**src/rtl/uart_pkg.sv**
```systemverilog
// Shared definitions for the UART receiver: FSM state encoding, parity types,
// legal prescale values and the majority-vote helper.
package uart_pkg;

  localparam logic [2:0] ST_IDLE   = 3'd0;
  localparam logic [2:0] ST_START  = 3'd1;
  localparam logic [2:0] ST_DATA   = 3'd2;
  localparam logic [2:0] ST_PARITY = 3'd3;
  localparam logic [2:0] ST_STOP   = 3'd4;

  localparam logic PAR_EVEN = 1'b0;
  localparam logic PAR_ODD  = 1'b1;

  localparam int PRESCALE_8  = 8;
  localparam int PRESCALE_16 = 16;
  localparam int PRESCALE_32 = 32;

  function automatic logic majority3(input logic [2:0] s);
    return (s[0] & s[1]) | (s[0] & s[2]) | (s[1] & s[2]);
  endfunction

endpackage

```
**src/rtl/uart_rx_sampler.sv**
```systemverilog
// Three-point oversampler: captures the line just before, at and just after
// mid-bit and presents the majority of the three captures.
module uart_rx_sampler
  import uart_pkg::*;
#(
  parameter int PRESCALE_W = 6
) (
  input  logic                  clk,
  input  logic                  rst,
  input  logic                  RX_IN,
  input  logic [PRESCALE_W-1:0] edge_cnt,
  input  logic [PRESCALE_W-1:0] prescale,
  output logic                  bit_val
);

  localparam logic [PRESCALE_W-1:0] PS_ONE = PRESCALE_W'(1);

  logic [PRESCALE_W-1:0] half;
  logic [2:0]            samp_reg;

  assign half = prescale >> 1;

  always_ff @(posedge clk) begin
    if (rst) begin
      samp_reg <= '0;
    end else if (edge_cnt == half - PS_ONE) begin
      samp_reg[0] <= RX_IN;
    end else if (edge_cnt == half) begin
      samp_reg[1] <= RX_IN;
    end else if (edge_cnt == half + PS_ONE) begin
      samp_reg[2] <= RX_IN;
    end
  end

  // Valid from edge prescale/2+2 until the next bit's first capture.
  assign bit_val = majority3(samp_reg);

endmodule

```
**src/rtl/uart_rx.sv**
```systemverilog
// UART receiver: start-bit qualification, LSB-first data, optional parity,
// stop-bit check, with one-cycle registered result pulses.
module uart_rx
  import uart_pkg::*;
#(
  parameter int WIDTH      = 8,
  parameter int PRESCALE_W = 6
) (
  input  logic                  clk,
  input  logic                  rst,
  input  logic                  RX_IN,
  input  logic [PRESCALE_W-1:0] prescale,
  input  logic                  PAR_EN,
  input  logic                  PAR_TYP,
  output logic [WIDTH-1:0]      P_DATA,
  output logic                  data_valid,
  output logic                  par_err,
  output logic                  stp_err
);

  localparam int BIT_W = (WIDTH > 1) ? $clog2(WIDTH) : 1;
  localparam logic [PRESCALE_W-1:0] PS_ONE = PRESCALE_W'(1);
  localparam logic [PRESCALE_W-1:0] PS_TWO = PRESCALE_W'(2);

  logic [2:0]            state_reg;
  logic [PRESCALE_W-1:0] edge_reg;
  logic [PRESCALE_W-1:0] prescale_reg;
  logic [BIT_W-1:0]      bit_reg;
  logic [WIDTH-1:0]      shift_reg;
  logic                  par_en_reg;
  logic                  par_typ_reg;
  logic                  par_mis_reg;
  logic                  bit_val;
  logic                  edge_last;
  logic                  bit_last;
  logic                  stop_decide;

  uart_rx_sampler #(.PRESCALE_W(PRESCALE_W)) u_sampler (
    .clk      (clk),
    .rst      (rst),
    .RX_IN    (RX_IN),
    .edge_cnt (edge_reg),
    .prescale (prescale_reg),
    .bit_val  (bit_val)
  );

  assign edge_last = (edge_reg == prescale_reg - PS_ONE);
  assign bit_last  = (bit_reg == BIT_W'(WIDTH - 1));
  // The edge_last term only matters for illegal tiny prescales, guaranteeing exit.
  assign stop_decide = (edge_reg == (prescale_reg >> 1) + PS_TWO) || edge_last;

  always_ff @(posedge clk) begin
    if (rst) begin
      state_reg    <= ST_IDLE;
      edge_reg     <= '0;
      bit_reg      <= '0;
      shift_reg    <= '0;
      prescale_reg <= '0;
      par_en_reg   <= 1'b0;
      par_typ_reg  <= 1'b0;
      par_mis_reg  <= 1'b0;
      P_DATA       <= '0;
      data_valid   <= 1'b0;
      par_err      <= 1'b0;
      stp_err      <= 1'b0;
    end else begin
      data_valid <= 1'b0;
      par_err    <= 1'b0;
      stp_err    <= 1'b0;
      if (state_reg != ST_IDLE) begin
        edge_reg <= edge_last ? '0 : edge_reg + PS_ONE;
      end
      case (state_reg)
        ST_IDLE: begin
          edge_reg    <= '0;
          bit_reg     <= '0;
          par_mis_reg <= 1'b0;
          // This low cycle is edge 0 of the start bit, so counting resumes at 1.
          if (!RX_IN) begin
            state_reg    <= ST_START;
            edge_reg     <= PS_ONE;
            prescale_reg <= prescale;
            par_en_reg   <= PAR_EN;
            par_typ_reg  <= PAR_TYP;
          end
        end
        ST_START: begin
          if (edge_last) begin
            state_reg <= bit_val ? ST_IDLE : ST_DATA;
          end
        end
        ST_DATA: begin
          if (edge_last) begin
            shift_reg <= {bit_val, shift_reg[WIDTH-1:1]};
            bit_reg   <= bit_reg + BIT_W'(1);
            if (bit_last) begin
              bit_reg   <= '0;
              state_reg <= par_en_reg ? ST_PARITY : ST_STOP;
            end
          end
        end
        ST_PARITY: begin
          if (edge_last) begin
            par_mis_reg <= bit_val != ((^shift_reg) ^ (par_typ_reg == PAR_ODD));
            state_reg   <= ST_STOP;
          end
        end
        ST_STOP: begin
          if (stop_decide) begin
            state_reg <= ST_IDLE;
            edge_reg  <= '0;
            stp_err   <= !bit_val;
            par_err   <= par_mis_reg;
            if (bit_val && !par_mis_reg) begin
              data_valid <= 1'b1;
              P_DATA     <= shift_reg;
            end
          end
        end
        default: state_reg <= ST_IDLE;
      endcase
    end
  end

endmodule

```
**config.mk**
```make
export PLATFORM = sky130hd
export DESIGN_NAME = uart_rx
export DESIGN_NICKNAME = d
export VERILOG_FILES = /design/src/rtl/uart_pkg.sv /design/src/rtl/uart_rx_sampler.sv /design/src/rtl/uart_rx.sv
export SDC_FILE = /design/constraint.sdc
export NUM_CORES = 1
export LEC_CHECK = 0
export BUFFER_PORTS_ARGS = -buffer_cell sky130_fd_sc_hd__buf_4
export CAP_MARGIN = 20
export CELL_PAD_IN_SITES_DETAIL_PLACEMENT = 2
export CELL_PAD_IN_SITES_GLOBAL_PLACEMENT = 2
export CORE_MARGIN = 2
export CORE_UTILIZATION = 30
export CTS_CLUSTER_DIAMETER = 80
export DETAILED_ROUTE_END_ITERATION = 8
export PLACE_DENSITY = 0.7
export SLEW_MARGIN = 20
export SYNTH_ARGS = -nofsm -noshare
export SYNTH_HDL_FRONTEND = slang
export SYNTH_SLANG_ARGS = --single-unit
```
**constraint.sdc**
```tcl
create_clock -name clk -period 3.7 [get_ports clk]
set_clock_uncertainty 0.15 [all_clocks]
set_input_delay 0.37 -clock clk [delete_from_list [all_inputs] [get_ports clk]]
set_output_delay 0.37 -clock clk [all_outputs]
set_load 0.02 [all_outputs]
```
==> results.sh <==
export IMPL_status="complete, no violations"
export IMPL_yosys_most_used_dff="dfxtp_1"
export IMPL_synth_seq_area_share=0.345
export IMPL_synth_nets=313
export IMPL_place_hpwl_um=4960
export IMPL_post_route_min_period_ps=3220
export IMPL_viasPerCell=5.20
export IMPL_die_width_um=95.2
export IMPL_die_area_um2=9060
export IMPL_wire_per_inst_um=16.6
export IMPL_cp_num_buf_inv=1
export IMPL_ys_async_sr_fraction=0
export IMPL_setup_viol=0
export IMPL_io_pins=22
export IMPL_cpPeakStageDelay_ps=610
export IMPL_synth_edf_count=0
export IMPL_cp_required_ps=3790
export IMPL_groute_usage_overall=0.162
export IMPL_stdcell_area_um2=2850
export IMPL_fin_setup_tns_ps=0
export IMPL_syn_to_final_growth_pct=14.2
export IMPL_power_switching_mw=0.293
export IMPL_place_inst=402
export IMPL_chipHeight_um=95.2
export IMPL_final_util=0.350
export IMPL_fmax_ghz=0.310
export IMPL_drc_errors=0
export IMPL_grt_max_degree=44
export IMPL_cts_buffer_depth=2
export IMPL_crit_family="compound AO/OA/AOI/OAI gates"
export IMPL_layout_setup_ws_ps=478
export IMPL_power_internal_mw=0.763
export IMPL_num_vias=2130
export IMPL_end_kind="flip-flop"
export IMPL_syn_cell_area_um2=2490
export IMPL_clkSinkCount=43
export IMPL_antenna_found_initial=0
export IMPL_grt_ovfl_total=0
export IMPL_insertion_delay_ps=300
export IMPL_fin_nets=325
export IMPL_synth_seq_cells=43
export IMPL_core_um2=8130
export IMPL_start_util=0.307
export IMPL_cpMaxStageDelayCell="a211oi_4"
export IMPL_place_congestion=0.864
export IMPL_synthCells=292
export IMPL_finalCritPeriodShare=0.871
export IMPL_drv_cap=0
export IMPL_routed_wl_um=6810
export IMPL_clkTransAtPathRegs_ps=80
export IMPL_fillers=904
export IMPL_hold_class="in -> reg"
export IMPL_io_buffer_count=21
export IMPL_netlist_cell_type_count=50
export IMPL_syn_avg_cell_area_um2=8.54
export IMPL_cts_resized=0
export IMPL_p_seq_frac=0.471
export IMPL_regArea_um2=861
export IMPL_antenna_left=0
export IMPL_dr_pass1_iters=4
export IMPL_drt_iter0_drc=50
export IMPL_place_ws_ps=510
export IMPL_ff2ff_setup_slack_ps=480
export IMPL_yosysWarnings=0
export IMPL_switching_share=0.278
export IMPL_postCtsHoldBufs=0
export IMPL_grt_pass1_vias=2184
export IMPL_rsz0062_at_grt="no"
export IMPL_max_slew_worst_pin_slew_ps=621
export IMPL_multi_input_area_um2=1520
export IMPL_cts_tree="built"
export IMPL_arrival_ps=3310
export IMPL_drive_above_1_share=0.125
export IMPL_numCtsBuffers=5
export IMPL_cts_setup_buffers=0
export IMPL_slew_limit_headroom=0.575
export IMPL_power_density_nw_per_um2=371
export IMPL_p_comb_frac=0.162
export IMPL_r2r_start="prescale_reg[1]"
export IMPL_hold_path_startpoint="prescale[5]"
export IMPL_finalMaxSlewViolations=0
export IMPL_worstSetupPathType="reg -> reg"
export IMPL_antenna_cells=0
export IMPL_pwr_share_clk=0.367
export IMPL_critical_path_cell_chain="inv_1, ha_1, and2_1, or4_4, a2111oi_4, nand2_1, a211oi_4, mux2i_1"
export IMPL_placed_cell_area_um2=2730
export IMPL_crit_start="prescale_reg[1]"
export IMPL_power_leakage_nw=1.11
export IMPL_root_buffer="clkbuf_8"
export IMPL_grt_pass1_wl_um=11400
export IMPL_fin_cells=410
export IMPL_final_hold_viol_count=0
export IMPL_std_cell_rows=33
export IMPL_htree_levels=2
export IMPL_cp_max_fo=8
export IMPL_crit_path_start_kind="flip-flop"
export IMPL_ir_drop_v=0.000144
## worst min-delay path, delay by kind of cell
| family | cells | cell delay [ps] |
|---|---|---|
| buf+inv | 1 | 110 |
| simple gates | 1 | 50 |
| compound gates | 1 | 50 |
## logic make-up (layout without fill, tap and decap cells)
kind of cell,Yosys count,count (layout),synth area share
buffers and inverters,29,42,0.0457
AND/OR/NAND/NOR,107,107,0.223
flip-flops,43,43,0.345
XOR/XNOR,30,30,0.105
AO/OA/AOI/OAI,53,53,0.151
multiplexers,19,19,0.0763
adder cells (fa/ha/maj),11,11,0.0542
## area by class of cell
class / instances / share of cell area
clock buffers: 6 / 0.0290
clock inverters: 2 / 0.0123
inverters: 10 / 0.0136
multi-input cells: 220 / 0.533
flip-flops and latches: 43 / 0.302
well taps: 105 / 0.0461
repair buffers: 24 / 0.0633
## worst paths after layout
kind / to / depth (start not counted)
setup / recovery: P_DATA[4] / 8
hold / removal: prescale_reg[5] / 3
setup reg to reg: P_DATA[4] / 8
hold reg to reg: P_DATA[2] / 2
## metal layers
layer	share of wire	vias up	global-route usage
met1	0.50	1066	0.220
met4	0.011	0	0.0411
met5	0	-	0
li1	-	1039	-
met2	0.47	18	0.269
met3	0.020	7	0.0245
## power by group through the flow
stage               logic (mW)  registers, mW  clock network, mW
finish                   0.171          0.497              0.388
global route             0.191          0.500              0.418
CTS                      0.173          0.497              0.401
detailed placement       0.171          0.508                  0
global placement         0.166          0.507                  0
floorplan                0.132          0.496                  0
## synthesized netlist by cell type, types with 3 or more instances
library cell / instances / area, um2
a21oi_1: 17 / 85.1
nand4_1: 4 / 25.0
and3_1: 3 / 18.8
mux2i_1: 19 / 190
clkbuf_1: 16 / 60.1
xor2_1: 8 / 70.1
buf_2: 3 / 15.0
nor2b_1: 6 / 37.5
nand2_1: 26 / 97.6
xnor2_1: 22 / 193
inv_1: 8 / 30.0
and2_1: 3 / 18.8
nand2b_1: 13 / 81.3
a31oi_1: 4 / 25.0
ha_1: 10 / 125
nor3_1: 3 / 15.0
o21ai_1: 9 / 45.0
nor4_1: 6 / 37.5
nor2_1: 20 / 75.1
nand3_1: 12 / 60.1
dfxtp_1: 43 / 861
## cell usage in the layout (no fill, tap or decap), types with 8 or more instances in the layout
cell type,instances
dfxtp_1,43
nand2_1,26
buf_4,24
xnor2_1,22
nor2_1,20
mux2i_1,19
a21oi_1,17
nand2b_1,13
nand3_1,12
ha_1,10
o21ai_1,9
inv_1,8
xor2_1,8
## through the flow
stage | power [mW] | hold slack [ps]
2_1_floorplan | 0.627 | 297
3_3_place_gp | 0.674 | 295
3_5_place_dp | 0.679 | 307
4_1_cts | 1.07 | 151
5_1_grt | 1.11 | 165
6_report | 1.06 | 160
No activity file was read; power rests on OpenSTA's default activity.
